### config.mk
export PLATFORM = sky130hd
export DESIGN_NAME = mem_access_unit
export DESIGN_NICKNAME = d
export VERILOG_FILES = /design/src/rtl/mem_access_unit.sv
export SDC_FILE = /design/constraint.sdc
export NUM_CORES = 1
export LEC_CHECK = 0
export BUFFER_PORTS_ARGS = -buffer_cell sky130_fd_sc_hd__buf_2
export CELL_PAD_IN_SITES_DETAIL_PLACEMENT = 1
export CELL_PAD_IN_SITES_GLOBAL_PLACEMENT = 1
export CORE_UTILIZATION = 25
export DETAILED_ROUTE_END_ITERATION = 8
export PLACE_DENSITY = 0.68
export SLEW_MARGIN = 40
export SYNTH_ARGS = -nofsm -noshare
export SYNTH_HDL_FRONTEND = slang
export SYNTH_SLANG_ARGS = --single-unit
### constraint.sdc
create_clock -name clk_i -period 5.4 [get_ports clk_i]
set_input_delay 0.27 -clock clk_i [delete_from_list [all_inputs] [get_ports clk_i]]
set_output_delay 0.27 -clock clk_i [all_outputs]
set_load 0.05 [all_outputs]
### src/rtl/mem_access_unit.sv
// Load/store master for the 64 KiB byte-addressed data RAM: one access at a time, little-endian,
// zero/sign-extended loads. Define MEM_ALIGN_CHECK_EN to reject misaligned 32/64-bit accesses.
module mem_access_unit #(
    parameter int AW = 16,
    parameter int DW = 64
) (
    input  logic          clk_i,
    input  logic          rst_i,
    input  logic          req_valid_i,
    output logic          req_ready_o,
    input  logic          req_we_i,
    input  logic [1:0]    req_size_i,
    input  logic          req_signed_i,
    input  logic [AW-1:0] req_addr_i,
    input  logic [DW-1:0] req_wdata_i,
    output logic          rsp_valid_o,
    input  logic          rsp_ready_i,
    output logic [DW-1:0] rsp_rdata_o,
    output logic          rsp_err_o,
    output logic          mem_load_o,
    output logic [1:0]    mem_wr_o,
    output logic [AW-1:0] mem_addr_o,
    output logic [DW-1:0] mem_d_o,
    input  logic [DW-1:0] mem_q_i
);

    typedef enum logic [1:0] {
        S_IDLE   = 2'b00,
        S_ACCESS = 2'b01,
        S_RESP   = 2'b10
    } state_t;

    localparam logic [AW:0] ADDR_MAX = {1'b0, {AW{1'b1}}};

    state_t        state_q, state_d;
    logic          we_q;
    logic [1:0]    size_q;
    logic          signed_q;
    logic [AW-1:0] addr_q;
    logic [DW-1:0] wdata_q;
    logic          err_q, err_d;
    logic [DW-1:0] rdata_q, rdata_d;
    logic [3:0]    span_m1;
    logic          accept;

    assign accept = (state_q == S_IDLE) && req_valid_i;

    always_ff @(posedge clk_i or posedge rst_i) begin
        if (rst_i) begin
            state_q <= S_IDLE;
        end else begin
            state_q <= state_d;
        end
    end

    always_comb begin
        state_d = state_q;
        case (state_q)
            S_IDLE:   if (req_valid_i) state_d = S_ACCESS;
            S_ACCESS: state_d = S_RESP;
            S_RESP:   if (rsp_ready_i) state_d = S_IDLE;
            default:  state_d = S_IDLE;
        endcase
    end

    // mem_load is decoded from state alone so an async reset kills a store mid-cycle.
    always_comb begin
        req_ready_o = (state_q == S_IDLE);
        rsp_valid_o = (state_q == S_RESP);
        mem_load_o  = (state_q == S_ACCESS) && we_q && !err_q;
        rsp_err_o   = (state_q == S_RESP) && err_q;
        rsp_rdata_o = (state_q == S_RESP) ? rdata_q : '0;
        mem_wr_o    = size_q;
        mem_addr_o  = addr_q;
        mem_d_o     = wdata_q;
    end

    always_comb begin
        span_m1 = 4'd0;
        case (req_size_i)
            2'b01:   span_m1 = 4'd0;
            2'b10:   span_m1 = 4'd3;
            2'b11:   span_m1 = 4'd7;
            default: span_m1 = 4'd0;
        endcase
        // Last byte must stay inside the RAM; accesses never wrap to address 0.
        err_d = (req_size_i == 2'b00) ||
                (({1'b0, req_addr_i} + {{(AW-3){1'b0}}, span_m1}) > ADDR_MAX);
`ifdef MEM_ALIGN_CHECK_EN
        if (req_size_i == 2'b10 && req_addr_i[1:0] != 2'b00) err_d = 1'b1;
        if (req_size_i == 2'b11 && req_addr_i[2:0] != 3'b000) err_d = 1'b1;
`else
`endif
    end

    always_comb begin
        rdata_d = '0;
        case (size_q)
            2'b01:   rdata_d = signed_q ? {{(DW-8){mem_q_i[7]}}, mem_q_i[7:0]}
                                        : {{(DW-8){1'b0}}, mem_q_i[7:0]};
            2'b10:   rdata_d = signed_q ? {{(DW-32){mem_q_i[31]}}, mem_q_i[31:0]}
                                        : {{(DW-32){1'b0}}, mem_q_i[31:0]};
            2'b11:   rdata_d = mem_q_i;
            default: rdata_d = '0;
        endcase
    end

    always_ff @(posedge clk_i or posedge rst_i) begin
        if (rst_i) begin
            we_q     <= 1'b0;
            size_q   <= 2'b00;
            signed_q <= 1'b0;
            addr_q   <= '0;
            wdata_q  <= '0;
            err_q    <= 1'b0;
            rdata_q  <= '0;
        end else if (accept) begin
            we_q     <= req_we_i;
            size_q   <= req_size_i;
            signed_q <= req_signed_i;
            addr_q   <= req_addr_i;
            wdata_q  <= req_wdata_i;
            err_q    <= err_d;
            rdata_q  <= '0;
        end else if (state_q == S_ACCESS && !we_q && !err_q) begin
            rdata_q  <= rdata_d;
        end
    end

endmodule
==> impl_results.md, run 1 <==
* Run status: finished, final reports clean
* Vias in the first global route at 5546
* WL final at 20.6 mm
* Peak supply drop at 0.344 mV
* Grt met1 use at 19.0%
* CTS sink count at 151
* Sequential area share after synthesis at 57.3%
* Largest net degree at the start of global routing at 88
* Netlist cell types at 27
* Vias per std cell at 4.66
* Max incr delay on CP at 1.03 ns
* Max cap viols at 0
* Inst Count DP at 1124
* # port buffers at 301
* Syn avg cell area at 12.4 um2
* Antenna cells at 0
* RSZ-0062 raised after global routing: no
* Dpl ws at 2.48 ns
* Leak at 4.51 nW
* Clock transition at the registers of the reported paths at 0.07 ns
* Met3 Use GR at 4.75%
* Initial core utilization at 25.4%
* # H-tree levels at 4
* Via count at 5387
* Area contributors post-synth: dfrtp_1, mux2_2, and2_1
* Post-synthesis register bit count at 151
* Antenna-violating nets left at 0
* Area leader, netlist: dfrtp_1
* Final count of hold timing violations at 0
* Synth Warn # at 0
* Final #Nets at 964
* Tot GR Track Use at 15.4%
* Crit path DAT at 3.24 ns
* Number of synthesized flops with an enable pin at 0
* Clock root cell: clkbuf_16
* Area delta synth->final at 35.9%
* Pwr dens at 676 nW/um2
* Post-Syn Nets at 686
* Clock Skews at 0.0112 ns
* Crit path buf inv count at 1
* Syn Std Cell Area at 6590 um2
* Tcrit/Tclk final at 53.6%
* Top_reg_cell synth: dfrtp_1
* Synth top cells by count: dfrtp_1, mux2_2, and2_1, nand3_1, a22o_1
* Critical path class: reg -> reg
* DP Wirelength at 14.5 mm
* Ratio of cells with drive above 1 in the final layout at 52.6%
* HP Class: in -> reg
* Fmax at 345 MHz
* Post-synth top area share at 57.3%
* CP endpoint kind: flip-flop
* Core Area at 26000 um2
* Die height at 164 um
* Slew Limit Fails at 0
* Utilization after layout at 34.5%
* Endpoints failing setup at 0
* CTS tree: built
* Io pins at 302
* Finished Cell Area at 8960 um2
* Clock period minus final worst setup slack at 2.89 ns
* Gr busiest metal: met2
* Cell Rows at 59
* Post-placement cell area at 8380 um2
* Least-Margin Pin Slew at 0.796 ns
* Horiz. Die Dim at 164 um
* Routed len/inst at 17.8 um
* Setup crit start kind: flip-flop
* Final RePlAce weighted congestion at 0.719
* Count leader, synth: dfrtp_1
* Cell count after synthesis at 531
* Total CTS buffers at 17
* Max clock buf depth at 2
* Die Area at 27000 um2
* Critical Path RT at 5.75 ns
* Crit-path slowest cell: or4b_2
* Worst-path cell chain: or4b_2 -> nor3_4 -> buf_4 -> a22o_1
* Initial antenna violation count at 1
* Setup TNS at 0 ns
* Latest clock arrival within the worst-skew pair at 0.42 ns
* Drt first-iter violations at 284
* Drt pass-1 iters at 4
* Normalized max-slew margin at 47.0%
* Ys async rst share at 100%
* Final setup margin at 2.51 ns
* Non-Filler Instances at 1157
* Residual DRC at 0
* Gr ovfl total at 0
* Met2 Track Usage GR at 25.5%
* Crit path max-delay family: simple AND/OR/NAND/NOR gates
* Max FO, Critical Path at 26
* R2R Setup Slk at 2.51 ns
* First-pass GRT wire length at 31.6 mm
-- repair_timing --
action,in CTS,in global routing
resized for setup,0,0
buffers inserted,0,0
hold buffers,1,0
endpoints found under the hold margin,59,0
setup endpoints to repair,0,0
-- area by class of cell --
type / count / area [um2]
tap: 335 / 419
clock buffer: 18 / 429
inverter: 2 / 15.0
fill: 2941 / 17000
clock inverter: 14 / 141
sequential: 151 / 3780
timing repair buffer: 310 / 1580
multi-input combinational: 327 / 2590
-- metrics by stage --
step	power [mW]	hold slack, ns
2_1_floorplan	4.19	0.403
3_3_place_gp	4.87	0.464
5_1_grt	6.41	0.0512
4_1_cts	6.16	0.0498
6_report	6.06	0.0734
3_5_place_dp	4.93	0.423
-- sequential cells by signal, indices dropped and copies added, names as in the netlist --
register,flops
rdata_q,64
mem_d_o,64
mem_wr_o,2
signed_q,1
mem_addr_o,16
err_q,1
we_q,1
state_q,2
-- power by group --
part / internal [mW] / leakage, nW / switching [mW]
clock network: 0.649 / 0.272 / 0.537
logic: 0.849 / 2.34 / 2.07
registers: 1.61 / 1.90 / 0.339
-- layer usage --
metal | vias to the layer above | wire length (um)
li1 | 2461 | -
met1 | 2685 | 8530
met2 | 223 | 10100
met3 | 16 | 1750
met4 | 2 | 252
met5 | - | 9
-- cell usage in the layout, fill, tap and decap left out --
cell type,synthesis,routed
clkbuf_16,0,17
inv_6,0,4
buf_2,12,301
a21oi_1,25,25
clkinv_2,0,1
nor2_1,3,3
nor4b_1,1,1
o2bb2ai_1,24,24
clkinvlp_4,0,3
clkinv_4,0,3
dlygate4sd3_1,0,1
buf_6,5,2
nor3_4,0,1
nor2b_4,0,2
or4b_2,0,1
dfrtp_1,151,150
a22o_1,40,40
ha_1,2,2
o21ai_0,2,2
fa_1,1,1
buf_4,0,6
nand4_1,1,1
dfrtp_4,0,1
or4b_1,2,1
mux2_2,84,84
inv_8,0,3
nor3b_4,0,1
inv_1,2,1
nand3_1,66,66
mux2i_1,1,1
and2_1,66,66
and4_1,1,1
nand4b_1,2,2
clkbuf_1,30,1
bufinv_16,0,1
and4b_2,0,1
nand2b_1,1,1
-- logic make-up after synthesis --
kind of cell | count (synthesis) | synth area share, %
AOI/OAI and AO/OA | 91 | 10.6
muxes | 85 | 14.5
adders and majority gates | 3 | 0.683
DFF | 151 | 57.3
and+or+nand+nor | 148 | 13.2
buffers and inverters | 53 | 3.81
-- final timing paths --
path                              from        endpoint  depth (start not counted)
min in group asynchronous        rst_i  mem_addr_o[11]                          3
min                         mem_q_i[3]      rdata_q[3]                          2
max in group asynchronous        rst_i     mem_d_o[45]                          4
max reg2reg                 state_q[1]      rdata_q[1]                          4
max                         state_q[1]      rdata_q[1]                          4
min reg2reg                rdata_q[28]     rdata_q[28]                          1
Power figures use the tool's default switching activity.
==> run 2, diff against run 1 <==
clock period = 2.9 ns   (was 5.4 ns; I/O delays follow)
==> impl_results.md, run 2 (synthesis results as in run 1) <==
* Drt first-iter violations at 268
* Tot Pwr at 11.8 mW
* Final count of hold timing violations at 0
* R2R Setup Slk at 0.72 ns
* Final #Nets at 1063
* Antenna cells at 0
* Vias in the first global route at 6282
* Int Pwr at 6.14 mW
* Crit path DAT at 2.04 ns
* Io pins at 302
* Most frequent cells in the layout: buf_2, dfrtp_1, dlygate4sd3_1
* Die height at 164 um
* RSZ-0062 raised after global routing: no
* Horiz. Die Dim at 164 um
* Sw frac at 47.8%
* Setup TNS at 0 ns
* R2r endpoint: rdata_q[4]
* # port buffers at 301
* Gate power share at 49.1%
* Clk pwr share at 20.1%
* Max incr delay on CP at 0.47 ns
* Residual DRC at 0
* Path depth of the worst reg2reg path at 5
* Slew Limit Fails at 0
* Run status: finished, final reports clean
* HP Class: in -> reg
* WL final at 22.7 mm
* Die Area at 27000 um2
* Peak supply drop at 0.737 mV
* Hold WS at 0.0198 ns
* Largest net degree at the start of global routing at 89
* Fmax at 458 MHz
* Reg-to-reg startpoint: state_q[1]
* Leak at 4.96 nW
* Clock period minus final worst setup slack at 2.19 ns
* # H-tree levels at 4
* Antenna-violating nets left at 0
* Critical path class: reg -> out
* Critical Path RT at 2.76 ns
* Dpl ws at 0.623 ns
* DP Wirelength at 14.4 mm
* Clock root cell: clkbuf_16
* Via count at 5789
* Total CTS buffers at 17
* Initial core utilization at 25.4%
* WP depth at 4
* Tcrit/Tclk final at 75.4%
* Tot GR Track Use at 16.9%
* Pwr dens at 1170 nW/um2
* CTS sink count at 151
* Vias per std cell at 4.61
* Final setup margin at 0.715 ns
* Resized Gates After CTS at 0
* Normalized max-slew margin at 53.6%
* Least-Margin Pin Slew at 0.696 ns
* Ratio of cells with drive above 1 in the final layout at 47.1%
* Clock Skews at 0.0125 ns
* Crit path max-delay family: simple AND/OR/NAND/NOR gates
* First-pass GRT wire length at 34.9 mm
* Final RePlAce weighted congestion at 0.722
* Setup crit start kind: flip-flop
* Max clock buf depth at 2
* Critical path endpoint: rsp_rdata_o[6]
* Seq pwr share at 30.8%
* Initial antenna violation count at 0
* Cell Rows at 59
* Drt pass-1 iters at 4
* CTS tree: built
* Endpoints failing setup at 0
* Setup crit start: state_q[1]
* CP endpoint kind: primary output
* Clock transition at the registers of the reported paths at 0.07 ns
* Max FO, Critical Path at 57
* Crit-path slowest cell: dfrtp_1
* Worst-path cell chain: nor2b_4 -> buf_12 -> and2_1 -> buf_2
* Latest clock arrival within the worst-skew pair at 0.42 ns
* Max cap viols at 0
* Gr ovfl total at 0
* Area delta synth->final at 52.4%
* Commonest non-fill, non-tap cell in the layout: buf_2
* Crit path buf inv count at 2
* Routed len/inst at 18.1 um
* Core Area at 26000 um2
* Sw power at 5.62 mW
[run 2: cell types whose count changed in the layout (fill, tap and decap cells not counted), sizes merged]
cell / previous run / this run
buf: 309 / 313
bufinv: 1 / 3
clkbuf: 18 / 21
clkinv: 4 / 2
clkinvlp: 3 / 4
dlygate4sd3: 1 / 95
inv: 8 / 5
[run 2: worst min path at each step]
stage / startpoint / end / slack [ns] / cells past startpoint
after detailed placement: rst_i / mem_d_o[36] / 0.32 / 3
after CTS: mem_q_i[25] / rdata_q[25] / 0.002 / 3
after global placement: rst_i / mem_d_o[36] / 0.32 / 3
after floorplan: mem_q_i[0] / rdata_q[0] / 0.28 / 1
after global routing: mem_q_i[8] / rdata_q[8] / 0.008 / 3
final: mem_q_i[16] / rdata_q[16] / 0.02 / 3
[run 2: area by class of cell]
class | instances | area (um2)
fill | 2928 | 15900
sequential | 151 | 3780
timing repair buffer | 409 | 2640
multi-input combinational | 327 | 2590
clock buffer | 20 | 447
tap | 335 | 419
clock inverter | 12 | 168
inverter | 2 | 11.3
[run 2: worst min-delay path: cells and delay by family]
| kind | cells | cell delay [ns] |
|---|---|---|
| compound gates | 2 | 0.18 |
| buf+inv | 1 | 0.08 |
[run 2: repair_timing]
action	4_1_cts	5_1_grt
setup endpoints to repair	0	0
hold endpoints to repair	244	1
setup buffers	0	0
hold buffers	94	1
[run 2: per-layer routing]
metal / wire, um / share of wire [%] / global-route usage, % / up-vias
met3: 1530 / 6.7 / 4.87 / 21
met1: 9570 / 42 / 20.6 / 2891
li1: - / - / - / 2657
met4: 370 / 1.6 / 5.21 / 0
met2: 11200 / 50 / 28.8 / 220
met5: 0 / 0 / 0 / -
[run 2: per-stage QoR]
step                utilization [%]  area [um2]  std cells
CTS                            38.5       10000       1254
detailed placement             32.6        8460       1128
global route                   38.7       10100       1256
floorplan                         -        6600        531
global placement               32.6        8460       1128
finish                         38.7       10100       1256
[run 2: power groups by stage]
stage	logic (mW)	clock network [mW]	registers [mW]
after floorplan	2.30	0	5.50
after global placement	5.56	0	3.57
after detailed placement	5.64	0	3.62
after CTS	5.74	2.44	3.61
after global routing	6.09	2.53	3.75
final	5.77	2.37	3.62
